[src/rtl/vga_scanout_pkg.sv]
// Shared VGA definitions: pixel colour type, default 640x480@60 timing
// constants, and the raster phase enum used by both axis counters.
package vga_scanout_pkg;

    localparam int unsigned CNT_W = 10;   // raster counter width (both axes)

    localparam int unsigned H_ACTIVE_DEF = 640;
    localparam int unsigned H_FP_DEF     = 16;
    localparam int unsigned H_SYNC_DEF   = 96;
    localparam int unsigned H_BP_DEF     = 48;
    localparam int unsigned V_ACTIVE_DEF = 480;
    localparam int unsigned V_FP_DEF     = 10;
    localparam int unsigned V_SYNC_DEF   = 2;
    localparam int unsigned V_BP_DEF     = 33;

    typedef struct packed {
        logic [3:0] r;
        logic [3:0] g;
        logic [3:0] b;
    } vga_color_t;

    typedef enum logic [1:0] {
        PH_ACTIVE,
        PH_FRONT,
        PH_SYNC,
        PH_BACK
    } vga_phase_e;

endpackage

[src/rtl/vga_axis_counter.sv]
// One raster axis: position counter plus ACTIVE/FRONT/SYNC/BACK phase FSM.
// Ports:
//   gclk, grst_n : clock, asynchronous active-low reset
//   en           : advance counter and phase this clock
//   cnt          : position 0..TOTAL-1
//   phase        : current phase of the axis
//   wrap         : en while cnt is at TOTAL-1 (counter returns to 0 next clock)
module vga_axis_counter
    import vga_scanout_pkg::*;
#(
    parameter int unsigned ACTIVE = 640,
    parameter int unsigned FP     = 16,
    parameter int unsigned SYNC   = 96,
    parameter int unsigned BP     = 48
) (
    input  logic             gclk,
    input  logic             grst_n,
    input  logic             en,
    output logic [CNT_W-1:0] cnt,
    output vga_phase_e       phase,
    output logic             wrap
);

    localparam int unsigned TOTAL = ACTIVE + FP + SYNC + BP;
    localparam logic [CNT_W-1:0] END_ACT   = CNT_W'(ACTIVE - 1);
    localparam logic [CNT_W-1:0] END_FRONT = CNT_W'(ACTIVE + FP - 1);
    localparam logic [CNT_W-1:0] END_SYNC  = CNT_W'(ACTIVE + FP + SYNC - 1);
    localparam logic [CNT_W-1:0] END_ALL   = CNT_W'(TOTAL - 1);

    logic [CNT_W-1:0] cnt_nxt;
    vga_phase_e       phase_nxt;

    assign wrap = en && (cnt == END_ALL);

    always_ff @(posedge gclk or negedge grst_n) begin
        if (!grst_n) begin
            cnt   <= '0;
            phase <= PH_ACTIVE;
        end else begin
            cnt   <= cnt_nxt;
            phase <= phase_nxt;
        end
    end

    // Phase changes on the last count of the current phase, so the new
    // phase lines up with the first count of the next region.
    always_comb begin
        cnt_nxt   = cnt;
        phase_nxt = phase;
        if (en) begin
            cnt_nxt = wrap ? '0 : cnt + 1'b1;
            unique case (phase)
                PH_ACTIVE: if (cnt == END_ACT)   phase_nxt = PH_FRONT;
                PH_FRONT:  if (cnt == END_FRONT) phase_nxt = PH_SYNC;
                PH_SYNC:   if (cnt == END_SYNC)  phase_nxt = PH_BACK;
                PH_BACK:   if (cnt == END_ALL)   phase_nxt = PH_ACTIVE;
                default:                         phase_nxt = PH_ACTIVE;
            endcase
        end
    end

endmodule

[src/rtl/vga_scanout.sv]
// VGA raster timing generator and pin stage (pixel clock domain only).
// Ports:
//   i_vga_clk, i_rst_n : pixel clock, asynchronous active-low reset
//   i_color            : frame-store colour for the address sent READ_LAT clocks ago
//   o_pxlX, o_pxlY     : down-scaled frame-store address (counters >> SCALE_SHIFT)
//   o_color            : registered pin colour, zero while blanked
//   o_hsync, o_vsync   : active-low syncs, aligned with o_color
//   o_vblank           : counter stage is in a non-visible line
//   o_frameStart       : one-clock pulse while counters read (0,0)
module vga_scanout
    import vga_scanout_pkg::*;
#(
    parameter int unsigned H_ACTIVE    = H_ACTIVE_DEF,
    parameter int unsigned H_FP        = H_FP_DEF,
    parameter int unsigned H_SYNC      = H_SYNC_DEF,
    parameter int unsigned H_BP        = H_BP_DEF,
    parameter int unsigned V_ACTIVE    = V_ACTIVE_DEF,
    parameter int unsigned V_FP        = V_FP_DEF,
    parameter int unsigned V_SYNC      = V_SYNC_DEF,
    parameter int unsigned V_BP        = V_BP_DEF,
    parameter int unsigned SCALE_SHIFT = 2,
    parameter int unsigned READ_LAT    = 1
) (
    input  logic       i_vga_clk,
    input  logic       i_rst_n,
    input  vga_color_t i_color,
    output logic [7:0] o_pxlX,
    output logic [7:0] o_pxlY,
    output vga_color_t o_color,
    output logic       o_hsync,
    output logic       o_vsync,
    output logic       o_vblank,
    output logic       o_frameStart
);

    logic             run;
    logic [CNT_W-1:0] h_cnt, v_cnt;
    vga_phase_e       h_phase, v_phase;
    logic             h_wrap, v_wrap;

    logic vis_raw, hs_raw, vs_raw;
    logic [READ_LAT-1:0] vis_pipe, hs_pipe, vs_pipe;

    // Counters hold (0,0) for the first edge after reset release so that
    // (0,0) is seen for one full clock with o_frameStart high.
    always_ff @(posedge i_vga_clk or negedge i_rst_n) begin
        if (!i_rst_n) begin
            run          <= 1'b0;
            o_frameStart <= 1'b0;
        end else begin
            run          <= 1'b1;
            o_frameStart <= !run || (h_wrap && v_wrap);
        end
    end

    vga_axis_counter #(
        .ACTIVE(H_ACTIVE), .FP(H_FP), .SYNC(H_SYNC), .BP(H_BP)
    ) u_h (
        .gclk(i_vga_clk), .grst_n(i_rst_n), .en(run),
        .cnt(h_cnt), .phase(h_phase), .wrap(h_wrap)
    );

    vga_axis_counter #(
        .ACTIVE(V_ACTIVE), .FP(V_FP), .SYNC(V_SYNC), .BP(V_BP)
    ) u_v (
        .gclk(i_vga_clk), .grst_n(i_rst_n), .en(h_wrap),
        .cnt(v_cnt), .phase(v_phase), .wrap(v_wrap)
    );

    assign o_pxlX   = 8'(h_cnt >> SCALE_SHIFT);
    assign o_pxlY   = 8'(v_cnt >> SCALE_SHIFT);
    assign o_vblank = (v_cnt >= CNT_W'(V_ACTIVE));

    // Gated by run so the held reset state never feeds a pixel into the pipe.
    assign vis_raw = run && (h_phase == PH_ACTIVE) && (v_phase == PH_ACTIVE);
    assign hs_raw  = run && (h_phase == PH_SYNC);
    assign vs_raw  = run && (v_phase == PH_SYNC);

    // Delay line matches the frame-store read latency.
    always_ff @(posedge i_vga_clk or negedge i_rst_n) begin
        if (!i_rst_n) begin
            vis_pipe <= '0;
            hs_pipe  <= '0;
            vs_pipe  <= '0;
        end else begin
            vis_pipe[0] <= vis_raw;
            hs_pipe[0]  <= hs_raw;
            vs_pipe[0]  <= vs_raw;
            for (int i = 1; i < int'(READ_LAT); i++) begin
                vis_pipe[i] <= vis_pipe[i-1];
                hs_pipe[i]  <= hs_pipe[i-1];
                vs_pipe[i]  <= vs_pipe[i-1];
            end
        end
    end

    always_ff @(posedge i_vga_clk or negedge i_rst_n) begin
        if (!i_rst_n) begin
            o_color <= '0;
            o_hsync <= 1'b1;
            o_vsync <= 1'b1;
        end else begin
            o_color <= vis_pipe[READ_LAT-1] ? i_color : '0;
            o_hsync <= ~hs_pipe[READ_LAT-1];
            o_vsync <= ~vs_pipe[READ_LAT-1];
        end
    end

endmodule

[config.mk]
export PLATFORM = sky130hd
export DESIGN_NAME = vga_scanout
export DESIGN_NICKNAME = d
export VERILOG_FILES = /design/src/rtl/vga_scanout_pkg.sv /design/src/rtl/vga_axis_counter.sv /design/src/rtl/vga_scanout.sv
export SDC_FILE = /design/constraint.sdc
export NUM_CORES = 1
export LEC_CHECK = 0
export BUFFER_PORTS_ARGS = -buffer_cell sky130_fd_sc_hd__buf_2
export CORE_AREA = 2 2 73 75
export DETAILED_ROUTE_END_ITERATION = 12
export DIE_AREA = 0 0 75 77
export PLACE_DENSITY = 0.67
export SYNTH_ARGS = -nofsm -noshare
export SYNTH_HDL_FRONTEND = slang
export SYNTH_SLANG_ARGS = --single-unit
[constraint.sdc]
create_clock -name i_vga_clk -period 4.7 [get_ports i_vga_clk]
set_clock_uncertainty 0.2 [all_clocks]
set_input_delay 0.705 -clock i_vga_clk [delete_from_list [all_inputs] [get_ports i_vga_clk]]
set_output_delay 0.705 -clock i_vga_clk [all_outputs]
set_load 0.01 [all_outputs]
==> Word level (Yosys, flattened, before mapping) <==
Index checks and enable logic that the tools add are counted.
{ "classes": {"add_sub_neg": 2, "multipliers": 0, "div_mod_pow": 0, "n_lt_le_gt_ge": 1, "eq_ne": 22, "shifts": 0, "mux": 13, "n_bitwise": 2, "reduce_logical": 13} }
{ "ops": {"columns": ["cell", "count"], "rows": [
  ["10-bit equality test, second input constant", 5],
  ["10-bit by 9-bit equality test with 1-bit output, second input constant", 3],
  ["10-bit by 1-bit adder with 10-bit output, second input constant", 2],
  ["10-bit 2-to-1 mux", 2],
  ["2-bit 2-to-1 mux", 8],
  ["2-bit by 1-bit != test with 1-bit output, second input constant", 8],
  ["2-bit one-hot mux with 4 select lines", 2],
  ["12-bit 2-to-1 mux", 1],
  ["10-bit by 9-bit >= comparator with 1-bit output, second input constant", 1],
  ["5-bit AND reduction", 2],
  ["2-bit equality test, second input constant", 4],
  ["1-bit logical AND", 7],
  ["2-bit by 1-bit equality test with 1-bit output, second input constant", 2],
  ["2-bit logical NOT", 2],
  ["1-bit NOT", 2],
  ["1-bit logical NOT", 1],
  ["1-bit logical OR", 1]
]} }
{ "word_totals": {"regBits": 43, "latchBits": 0, "ramBits": 0, "romBits": 0, "input_bits": 14, "out_inout_bits": 32, "elab_cells": 67, "n_memories": 0} }

==> Logic depth before layout (Yosys ltp) <==
Gate-level depths: netlist of the first run.
{ "depth": {"depth_word": 5, "mapped_depth": 8, "mapped_depth_nobuf": 7} }

==> By module <==
A second synthesis of the first run with hierarchy kept.
{ "hier_totals": {"cells_unflattened": 196, "area_unflattened_um2": 2119.5} }
{ "by_module_without_submodules": {"columns": ["mod", "n_inst", "cells_per_inst", "area_each_um2", "seq_area_each_um2"], "rows": [
  ["vga_axis_counter (u_v)", 1, 80, 770.7, 300.3],
  ["vga_axis_counter (u_h)", 1, 72, 710.7, 300.3],
  ["vga_scanout", 1, 44, 638.1, 478.0]
]} }

==> Worst setup path before layout of the first run <==
Ideal clock, no wire load.
{ "synth_path": {"kind": "reg2reg", "from": "reg u_h.cnt[0]", "to": "reg u_h.phase[1]", "setup_ps": 128, "arrival_ps": 1820, "t_required_ps": 4372, "slack_ps": 2553, "stages_incl_launch_ff": 8, "path_buffers": 1, "synth_period_minus_slack_ps": 2147, "path_cell_list": "dfrtp_1 -> ha_1 -> nand4_1 -> nor4_2 -> buf_2 -> o21bai_1 -> a21oi_1 -> mux2_1"} }
{ "synth_via": {"elab_chain_cells": 3, "elab_cells_between_ends": 9, "cone_classes": "eq/ne (8); reduce/logical (1)"} }
{ "synth_rtl": {"columns": ["item", "line", "rtl"], "rows": [
  ["start, declared", "vga_axis_counter.sv:19", "output logic [CNT_W-1:0] cnt,"],
  ["start signal, assigned", "vga_axis_counter.sv:40", "cnt <= cnt_nxt;"],
  ["10-bit equality test, on equally long branches", null, null],
  ["2-bit by 1-bit != test with 1-bit output (no source line)", null, null],
  ["5-bit AND reduction (no source line) *", null, null],
  ["end signal, assigned", "vga_axis_counter.sv:41", "phase <= phase_nxt;"],
  ["end, declared", "vga_axis_counter.sv:20", "output vga_phase_e phase,"]
]} }
Mark *: on every way between the ends. The rest lies on a longest branch, timed or not.
A chain may end at the register's enable or synchronous reset.

==> Final worst setup path of the first run <==
{ "layout_path": {"from": "reg u_h.cnt[0]", "to": "reg u_v.phase[1]"} }
{ "layout_via": {"elab_chain_cells": 3} }
{ "layout_rtl": {"columns": ["item", "line", "rtl"], "rows": [
  ["10-bit equality test", "vga_axis_counter.sv:33", "assign wrap = en && (cnt == END_ALL);"],
  ["1-bit logical AND", "vga_axis_counter.sv:33", null],
  ["5-bit AND reduction (no source line)", null, null],
  ["end signal, assigned", "vga_axis_counter.sv:41", null],
  ["end, declared", "vga_axis_counter.sv:20", null]
]} }
No other way between the ends.

==> results of run 1 <==
==> power breakdown <==
part	switching (mW)	total, mW	leakage (nW)	internal (mW)
registers	0.0417	0.443	0.564	0.402
logic	0.0602	0.114	0.579	0.0538
clock network	0.129	0.287	0.0581	0.158
==> layout make-up <==
class	count	area (sq um)
Sequential cell	43	1080
Multi-Input combinational cell	130	902
Timing Repair Buffer	46	233
Fill cell	468	2510
Clock inverter	3	43.8
Clock buffer	5	68.8
Tap cell	70	87.6
Inverter	15	56.3
==> worst max-delay path: stages, from the launching register on <==
cell and delay [ns]:
sky130_fd_sc_hd__dfrtp_1 0.41, sky130_fd_sc_hd__ha_1 0.24, sky130_fd_sc_hd__nand4_1 0.17, sky130_fd_sc_hd__nor4_2 0.32
sky130_fd_sc_hd__nand2_1 0.25, sky130_fd_sc_hd__or3b_1 0.50, sky130_fd_sc_hd__mux2_4 0.31
==> flip-flops by register name (all words and copies together) (netlist names) <==
signal and flops:
o_frameStart 1, o_hsync 1, run 1, hs_pipe 1
o_vsync 1, u_h.phase 2, u_h.cnt 10, u_v.phase 2
u_v.cnt 10, vis_pipe 1, o_color 12, vs_pipe 1
==> per-layer routing <==
metal  vias to the layer above  part of all wire  global-route usage
li1                        757                 -                   -
met1                       721              0.46               0.193
met2                        41              0.46               0.225
met3                         5             0.059              0.0407
met4                         0             0.017              0.0482
met5                         -                 0                   0
==> kinds of logic after synthesis <==
logic type / count (synthesis) / synth area share
AO/OA/AOI/OAI: 31 / 0.0931
XOR/XNOR: 9 / 0.0358
adder cells (fa/ha/maj): 12 / 0.0681
buffers and inverters: 40 / 0.101
flip-flops: 43 / 0.489
multiplexers: 4 / 0.0216
other: 1 / 0.00170
AND/OR/NAND/NOR: 73 / 0.189
==> synth_stat cells (all sizes together) <==
| cell type | n | area, sq um |
|---|---|---|
| and2 | 15 | 93.8 |
| and4 | 2 | 17.5 |
| o21ai | 9 | 45.0 |
| nand2b | 3 | 18.8 |
| or3b | 1 | 8.76 |
| nand4bb | 1 | 11.3 |
| buf | 22 | 155 |
| a31oi | 1 | 6.26 |
| o211ai | 2 | 15.0 |
| o22ai | 1 | 6.26 |
| or2 | 2 | 12.5 |
| or3 | 2 | 12.5 |
| nor4 | 3 | 25.0 |
| conb | 1 | 3.75 |
| nor2b | 2 | 12.5 |
| clkbuf | 3 | 11.3 |
| nor2 | 6 | 22.5 |
| nand4b | 1 | 15.0 |
| xnor2 | 5 | 43.8 |
| inv | 15 | 56.3 |
| ha | 12 | 150 |
| o31ai | 8 | 60.1 |
| dfrtp | 41 | 1030 |
| a41o | 1 | 10.0 |
| o41ai | 1 | 16.3 |
| nand2 | 18 | 67.6 |
| nand3 | 7 | 35.0 |
| o21bai | 1 | 7.51 |
| and3 | 3 | 18.8 |
| nor3 | 2 | 10.0 |
| a2111oi | 1 | 8.76 |
| mux2i | 1 | 10.0 |
| and4b | 1 | 10.0 |
| nand4 | 4 | 25.0 |
| xor2 | 4 | 35.0 |
| mux2 | 3 | 37.5 |
| a21oi | 6 | 30.0 |
| dfstp | 2 | 52.6 |
==> how the worst min path moves through the flow <==
stage	end	slack (ns)	cells after the start
3_3_place_gp	o_vsync	0.14	1
4_1_cts	o_hsync	0.17	1
3_5_place_dp	o_vsync	0.15	1
5_1_grt	o_hsync	0.17	1
2_1_floorplan	o_hsync	0.14	1
6_report	o_hsync	0.16	1
==> results.cfg, run 1 <==
[outcome]
outcome = complete, no violations

[grt]
first_global_vias = 1445
grt_pass1_wl_mm = 6.53
number_of_antenna_violations_at_the_first_check_in_global_routing = 0
grt_overflow_total = 0
grtUsageTotal = 0.145
grt_max_degree = 44

[layout]
final_cell_mix = 45 x sky130_fd_sc_hd__buf_2, 41 x sky130_fd_sc_hd__dfrtp_1, 18 x sky130_fd_sc_hd__nand2_1
layout-drive-gt1-share = 0.252
antennaDiodeCount = 0
layout.cells.most_common = sky130_fd_sc_hd__buf_2
final_util = 0.496
nNetsFinal = 267
layout.cells.non_filler = 312
flow.area_growth_from_synthesis_pct = 12.1
finish.instance_area_sq_mm = 0.00247

[critical_path]
critPathLaunchType = register
cp.arrival_ns = 2.48
timing.rr.start = u_h.cnt[0]
worstSetupEndpoint = u_v.phase[1]
worstReg2RegEnd = u_v.phase[1]
crit_start = u_h.cnt[0]
worstRegToRegCells = 6
setup.worst_path.class = reg -> reg
worst_setup_path_end_kind = register
r2r_slack_ns = 2.21
critical_path_required_ns = 4.69
critical_path.max_fanout = 11

[drt]
wl_cell_um = 12.4
drt-initial-drc-count = 97
detail-route-antenna-nets = 0
drc_errors = 0
num_vias = 1524
detail_route.wirelength_mm = 3.87
detail_route.first_pass.iterations = 5
detail_route.vias_per_cell = 4.88

[floorplanning]
fp.dieW_um = 75
area_of_the_core_sq_mm = 0.00498
design.die.area_sq_mm = 0.00578
die_y_um = 77
io_pins = 46
num_rows = 26
initial_utilization = 0.443

[clocking]
cts_tree = done
root_buffer = sky130_fd_sc_hd__clkbuf_8
clock_tree.htree_level_count = 2
cts.clk_slew.worst_paths_ns = 0.09
clock_sinks = 43
clock_latency_ns = 0.30
post-cts-setup-buffers = 0
cts_repair_resize_count = 0
clock_tree.buffer_depth = 2
cts-hold-fix-buffers = 0
tritoncts.num_buffers = 5

[sta]
timing.final.max_slew_violations = 0
timing_worst_slew_pin_value_ns = 0.950
finalSetupTns_ns = 0
post-route-min-period_ns = 2.50
max_freq_mhz = 401
slew_headroom = 0.367
grt_setup_unrepaired = false
fin_ws_ns = 2.21
setup_viol = 0
hold_ws_ns = 0.162
period_share = 0.531
hold_violations = 0

[placed_design]
detailed_place_hpwl_mm = 2.78
dpl.cell_count = 304
place.gp.congestion = 0.801
io_buffers = 45
place_area_sq_mm = 0.00236
dp_worst_setup_slack_ns = 2.20

[pwr]
p_per_area_mw_per_mm2 = 342
finalPower_mw = 0.845
p_leak_nw = 1.20
max-vdd-ir-drop_mv = 0.111

[yosys]
syn_area_sq_mm = 0.00220
post_synthesis_instance_total = 213
yosys_register_bits = 43
post_synthesis_sequential_area_ratio = 0.489
synthesis.yosys.warnings = 0
avgSynthCellArea_sq_um = 10.3
synth_nets = 239
ys_types = 44

[min_path]
hold_path_startpoint = hs_pipe
timing.hold.worst.class = reg -> reg

[job]
drv.max_cap_violation_count = 0
No activity file was read; power rests on OpenSTA's default activity.
==> run 2: changes to the inputs <==
Settings changed: ABC_AREA from default to 1, CORE_AREA 2 2 73 75 to 2 2 77 79, DIE_AREA 0 0 75 77 to 0 0 79 81, PLACE_DENSITY 0.67 to 0.66.
Clock period 4.7 ns to 2.6 ns, I/O delays scaled along.
==> run 2 against run 1 <==
Worst setup slack worse by 1.5 ns. Combinational power is 140% higher. Final cell count is 31% higher. Utilization is 0.88 points lower. Sequential cell count stayed put. Critical path type is now reg -> out. Largest cell class unchanged. Highest routed layer unchanged.
==> results.cfg, run 2 <==
[outcome]
outcome = complete, no violations

[clocking]
tritoncts.num_buffers = 5
root_buffer = sky130_fd_sc_hd__clkbuf_8
cts_tree = done
post-cts-setup-buffers = 0
clock_sinks = 43
clock_tree.htree_level_count = 2
clock_tree.buffer_depth = 2
clock_latency_ns = 0.29
cts.clk_slew.worst_paths_ns = 0.09

[layout]
flow.area_growth_from_synthesis_pct = 12.7
seq_area_sq_mm = 0.00108
layout.cells.most_common = sky130_fd_sc_hd__nand2_1
layout-drive-gt1-share = 0.251
layout.cells.non_filler = 409
final_cell_mix = 73 x sky130_fd_sc_hd__nand2_1, 45 x sky130_fd_sc_hd__buf_2, 43 x sky130_fd_sc_hd__inv_1
area_taken_by_multi_input_logic_gates_sq_mm = 0.00105
registers.top_by_ff_count = o_color
fill_cells = 586
nNetsFinal = 359
final_util = 0.487
layout_top_registers = o_color x12, u_h.cnt x10, u_v.cnt x10
antennaDiodeCount = 0
largest_reg_flops = 12

[job]
drv.max_cap_violation_count = 0

[sta]
timing_worst_slew_pin_value_ns = 0.602
slew_headroom = 0.598
max_freq_mhz = 516
timing.final.max_slew_violations = 0
finalSetupTns_ns = 0
grt_setup_unrepaired = false
period_share = 0.746
hold_violations = 0
post-route-min-period_ns = 1.94
setup_viol = 0

[placed_design]
io_buffers = 45
place.gp.congestion = 0.811
dpl.cell_count = 400
detailed_place_hpwl_mm = 3.60

[yosys]
synthFlopType = sky130_fd_sc_hd__dfrtp_1
share_of_synthesized_flip_flops_with_an_asynchronous_set_or_reset = 1.00
synth_enable_flop_cells = 0
post_synth_most_frequent_cells = 73 x sky130_fd_sc_hd__nand2_1, 43 x sky130_fd_sc_hd__inv_1, 41 x sky130_fd_sc_hd__dfrtp_1, 23 x sky130_fd_sc_hd__nor2_1, 18 x sky130_fd_sc_hd__nand3_1
avgSynthCellArea_sq_um = 8.21
synthesis.yosys.warnings = 0
area_contributors_post_synth = sky130_fd_sc_hd__dfrtp_1 42%, sky130_fd_sc_hd__nand2_1 11%, sky130_fd_sc_hd__inv_1 6.6%, sky130_fd_sc_hd__ha_1 6.1%, sky130_fd_sc_hd__buf_4 4.9%
post_synthesis_sequential_area_ratio = 0.439
syn_area_sq_mm = 0.00245
yosys_register_bits = 43
synth_top_area_share = 0.418
post_synthesis_instance_total = 299
synth_nets = 325
synthMostInstantiatedCell = sky130_fd_sc_hd__nand2_1
synth_top_cell_by_area = sky130_fd_sc_hd__dfrtp_1
ys_types = 34

[floorplanning]
die_y_um = 81
initial_utilization = 0.433
num_rows = 28
design.die.area_sq_mm = 0.00640
area_of_the_core_sq_mm = 0.00568
fp.dieW_um = 79
io_pins = 46

[critical_path]
worst_setup_path_end_kind = primary output
critical_path_buf_inv_count = 1
cell_family_contributing_the_most_delay_on_the_critical_path = flip-flops
critical_path.most_common_cell = sky130_fd_sc_hd__nand2_1
setup.worst_path.class = reg -> out
worst-path-stages = 5
critical_path.max_stage_delay_ns = 0.48
cp_slowest_cell = sky130_fd_sc_hd__dfrtp_1
critPathLaunchType = register
cp.arrival_ns = 1.35
worstRegToRegCells = 7
path_cells = nand2_1 -> nor2_1 -> nand2_1 -> nand2_1 -> buf_2
critical_path_required_ns = 2.01
critical_path.max_fanout = 8

[grt]
grtUsageTotal = 0.161
grt_max_degree = 28
number_of_antenna_violations_at_the_first_check_in_global_routing = 0
grt_pass1_wl_mm = 8.05
first_global_vias = 1855
grt_overflow_total = 0

[pwr]
max-vdd-ir-drop_mv = 0.301
p_per_area_mw_per_mm2 = 582
p_leak_nw = 1.48

[drt]
detail-route-antenna-nets = 0
drc_errors = 0
wl_cell_um = 11.1
num_vias = 1885
detail_route.wirelength_mm = 4.54
detail_route.vias_per_cell = 4.61
detail_route.first_pass.iterations = 4
drt-initial-drc-count = 91

[min_path]
timing.hold.worst.class = in -> reg
holdPathStages = 3
## run 2: path summary, 6_finish.rpt
check | startpoint | end | slack, ns
worst max-delay path | u_v.cnt[6] | o_vblank | 0.66
worst min-delay path | i_color[6] | o_color[6] | 0.08
worst max register to register | u_h.cnt[0] | u_v.cnt[4] | 0.81
worst min register to register | vs_pipe | o_vsync | 0.15
max in group asynchronous | i_rst_n | o_hsync | 1.13
min in group asynchronous | i_rst_n | u_v.cnt[4] | 0.43
## run 2: kinds of logic after synthesis
group | share of synthesized area
and+or+nand+nor | 0.295
buffers and inverters | 0.135
DFF | 0.439
AOI/OAI and AO/OA | 0.0403
adders and majority gates | 0.0612
xor gates and xnor gates | 0.0285
other | 0.00153
## run 2: final cells by class
cell class	instances	share of cell area
Clock inverter	3	0.0172
Timing Repair Buffer	48	0.0905
Sequential cell	43	0.390
Clock buffer	5	0.0249
Tap cell	75	0.0339
Inverter	48	0.0656
Multi-Input combinational cell	187	0.378
## run 2: through the flow
stage                     power (mW)  setup WS (ns)  hold slack [ns]  cell area [sq um]
after detailed placement        1.09          0.827            0.143               2640
after CTS                       1.63          0.643           0.0691               2770
after global placement          1.09          0.845            0.144               2640
final                           1.61          0.662           0.0772               2770
after floorplan                 1.04           1.00           -0.106               2450
after global routing            1.70          0.474           0.0759               2770
## run 2: worst reg2reg max path, stage by stage (launching register included)
cell and delay [ns]:
sky130_fd_sc_hd__dfrtp_1 0.41, sky130_fd_sc_hd__ha_1 0.20, sky130_fd_sc_hd__nand2_2 0.09, sky130_fd_sc_hd__nor2_2 0.17, sky130_fd_sc_hd__nand4_1 0.28, sky130_fd_sc_hd__inv_2 0.19
sky130_fd_sc_hd__nand3b_1 0.08, sky130_fd_sc_hd__o21ai_0 0.09
## run 2: power breakdown
group / internal, mW / total, mW / switching [mW]
sequential: 0.725 / 0.797 / 0.0720
combinational: 0.105 / 0.276 / 0.171
clock: 0.291 / 0.537 / 0.246
## run 2: what timing repair did
action                                 in CTS  in global routing
endpoints found under the hold margin      24                  0
hold buffers                                1                  0
resized for setup                           0                  0
## run 2: per-layer routing
metal | vias to the layer above | track usage | routed length (um)
met3 | 4 | 0.0400 | 172
li1 | 968 | - | -
met4 | 0 | 0.0448 | 34
met2 | 29 | 0.297 | 2460
met1 | 884 | 0.185 | 1880
met5 | - | 0 | 0
==> run 3: changes to the inputs <==
Clock period 2.6 ns to 1.9 ns, I/O delays scaled along.
==> run 3 against run 2 <==
Clock power grew 39%. First-iteration DRC count shrank 19%. Routed wire length grew 6.4%. Hold slack gained 0.077 ns. Utilization grew 2.8 points. Critical endpoint is now u_v.cnt[4]. Largest cell class unchanged. Highest routed layer unchanged.
==> results.cfg, run 3 (synthesized netlist as in run 2, its figures left out) <==
[critical_path]
cp.arrival_ns = 1.79
cp_slowest_cell = sky130_fd_sc_hd__dfrtp_1
setup.worst_path.class = reg -> reg
critPathLaunchType = register
path_cells = ha_1 -> nand2_2 -> nor2_2 -> nand4_1 -> inv_2 -> nand3b_1 -> o21ai_0
critical_path.max_stage_delay_ns = 0.41
worstRegToRegCells = 7
critical_path.max_fanout = 6
critical_path_required_ns = 1.92
worst_setup_path_end_kind = register

[floorplanning]
num_rows = 28
die_y_um = 81
io_pins = 46
design.die.area_sq_mm = 0.00640
fp.dieW_um = 79
area_of_the_core_sq_mm = 0.00568
initial_utilization = 0.433

[grt]
grtUsageTotal = 0.166
first_global_vias = 1849
grt_max_degree = 44
grt_pass1_wl_mm = 8.31
number_of_antenna_violations_at_the_first_check_in_global_routing = 0
grt_overflow_total = 0

[clocking]
post-cts-setup-buffers = 0
clock_tree.buffer_depth = 2
clock_sinks = 43
clock_tree.htree_level_count = 2
cts.clk_slew.worst_paths_ns = 0.09
cts_tree = done
clock_latency_ns = 0.30
tritoncts.num_buffers = 5
root_buffer = sky130_fd_sc_hd__clkbuf_8

[pwr]
p_per_area_mw_per_mm2 = 764
net_switching_mw = 0.681
p_seq_frac = 0.487
clock_power_share = 0.333
max-vdd-ir-drop_mv = 0.401
logic_gate_share_of_total_power = 0.180
p_leak_nw = 1.54
internal_power_mw = 1.55
sw_frac_of_total = 0.305

[sta]
timing.final.max_slew_violations = 0
grt_setup_unrepaired = false
period_share = 0.931
hold_violations = 0
fin_ws_ns = 0.132
post-route-min-period_ns = 1.77
finalSetupTns_ns = 0
max_freq_mhz = 565
hold_ws_ns = 0.154
setup_viol = 0

[drt]
wl_cell_um = 11.4
num_vias = 1916
detail-route-antenna-nets = 0
detail_route.first_pass.iterations = 4
drt-initial-drc-count = 74
detail_route.vias_per_cell = 4.52
detail_route.wirelength_mm = 4.83
drc_errors = 0

[layout]
layout_top_registers = o_color x12, u_h.cnt x10, u_v.cnt x10
layout.cells.most_common = sky130_fd_sc_hd__nand2_1
final_cell_mix = 73 x sky130_fd_sc_hd__nand2_1, 45 x sky130_fd_sc_hd__buf_2, 42 x sky130_fd_sc_hd__inv_1
layout-drive-gt1-share = 0.261
nNetsFinal = 374
final_util = 0.515
finish.instance_area_sq_mm = 0.00293
flow.area_growth_from_synthesis_pct = 19.2
registers.top_by_ff_count = o_color
largest_reg_flops = 12
antennaDiodeCount = 0

[placed_design]
dp_worst_setup_slack_ns = 0.149
place.gp.congestion = 0.865
place_area_sq_mm = 0.00268
io_buffers = 45
detailed_place_hpwl_mm = 3.50

[min_path]
timing.hold.worst.class = reg -> reg
holdPathStages = 1

[job]
drv.max_cap_violation_count = 0

[outcome]
outcome = complete, no violations
-- run 3: changes by cell type in the layout (fill, tap and decap cells not counted), sizes merged --
cell / before / now
buf: 47 / 50
clkinv: 2 / 1
clkinvlp: 0 / 1
dlygate4sd3: 1 / 13
-- run 3: worst max-delay path, delay by kind of cell (launching register included) --
kind	cells	cell delay (ns)
simple gates	4	0.62
flops	1	0.41
fa+ha+maj	1	0.20
compound gates	1	0.08
buf+inv	1	0.18
-- run 3: path summary, 6_finish.rpt --
path	start	endpoint	slack [ns]
max	u_h.cnt[0]	u_v.cnt[4]	0.13
min	vs_pipe	o_vsync	0.15
max reg2reg	u_h.cnt[0]	u_v.cnt[4]	0.13
min reg2reg	vs_pipe	o_vsync	0.15
max in group asynchronous	i_rst_n	o_hsync	0.94
min in group asynchronous	i_rst_n	u_v.cnt[2]	0.28
-- run 3: timing repair --
item / CTS / global route
resized for setup: 0 / 4
setup endpoints to repair: 0 / 2
hold buffers: 13 / 0
endpoints found under the hold margin: 55 / 0
-- run 3: metal layers --
metal  wire, um  GRT usage  share of wire  vias up
li1           -          -              -     1002
met1       2050      0.197           0.42      875
met2       2540      0.302           0.53       33
met3        187     0.0367          0.039        6
met4         57     0.0500          0.012        0
met5          0          0              0        -
-- run 3: power by group through the flow --
stage / logic (mW) / registers [mW] / clock network (mW)
floorplan: 0.337 / 1.08 / 0
global placement: 0.381 / 1.11 / 0
detailed placement: 0.387 / 1.11 / 0
CTS: 0.409 / 1.09 / 0.771
global route: 0.459 / 1.10 / 0.799
finish: 0.401 / 1.09 / 0.744
-- run 3: final cells by class --
cell class,instances,area (sq um)
Inverter,48,181
Timing Repair Buffer,63,405
Tap cell,75,93.8
Sequential cell,43,1080
Multi-Input combinational cell,187,1050
Fill cell,565,2750
Clock buffer,5,68.8
Clock inverter,3,46.3
-- run 3: stage by stage --
step / cells / power (mW)
floorplan: 299 / 1.42
global placement: 403 / 1.49
detailed placement: 403 / 1.50
CTS: 424 / 2.27
global route: 424 / 2.36
finish: 424 / 2.23
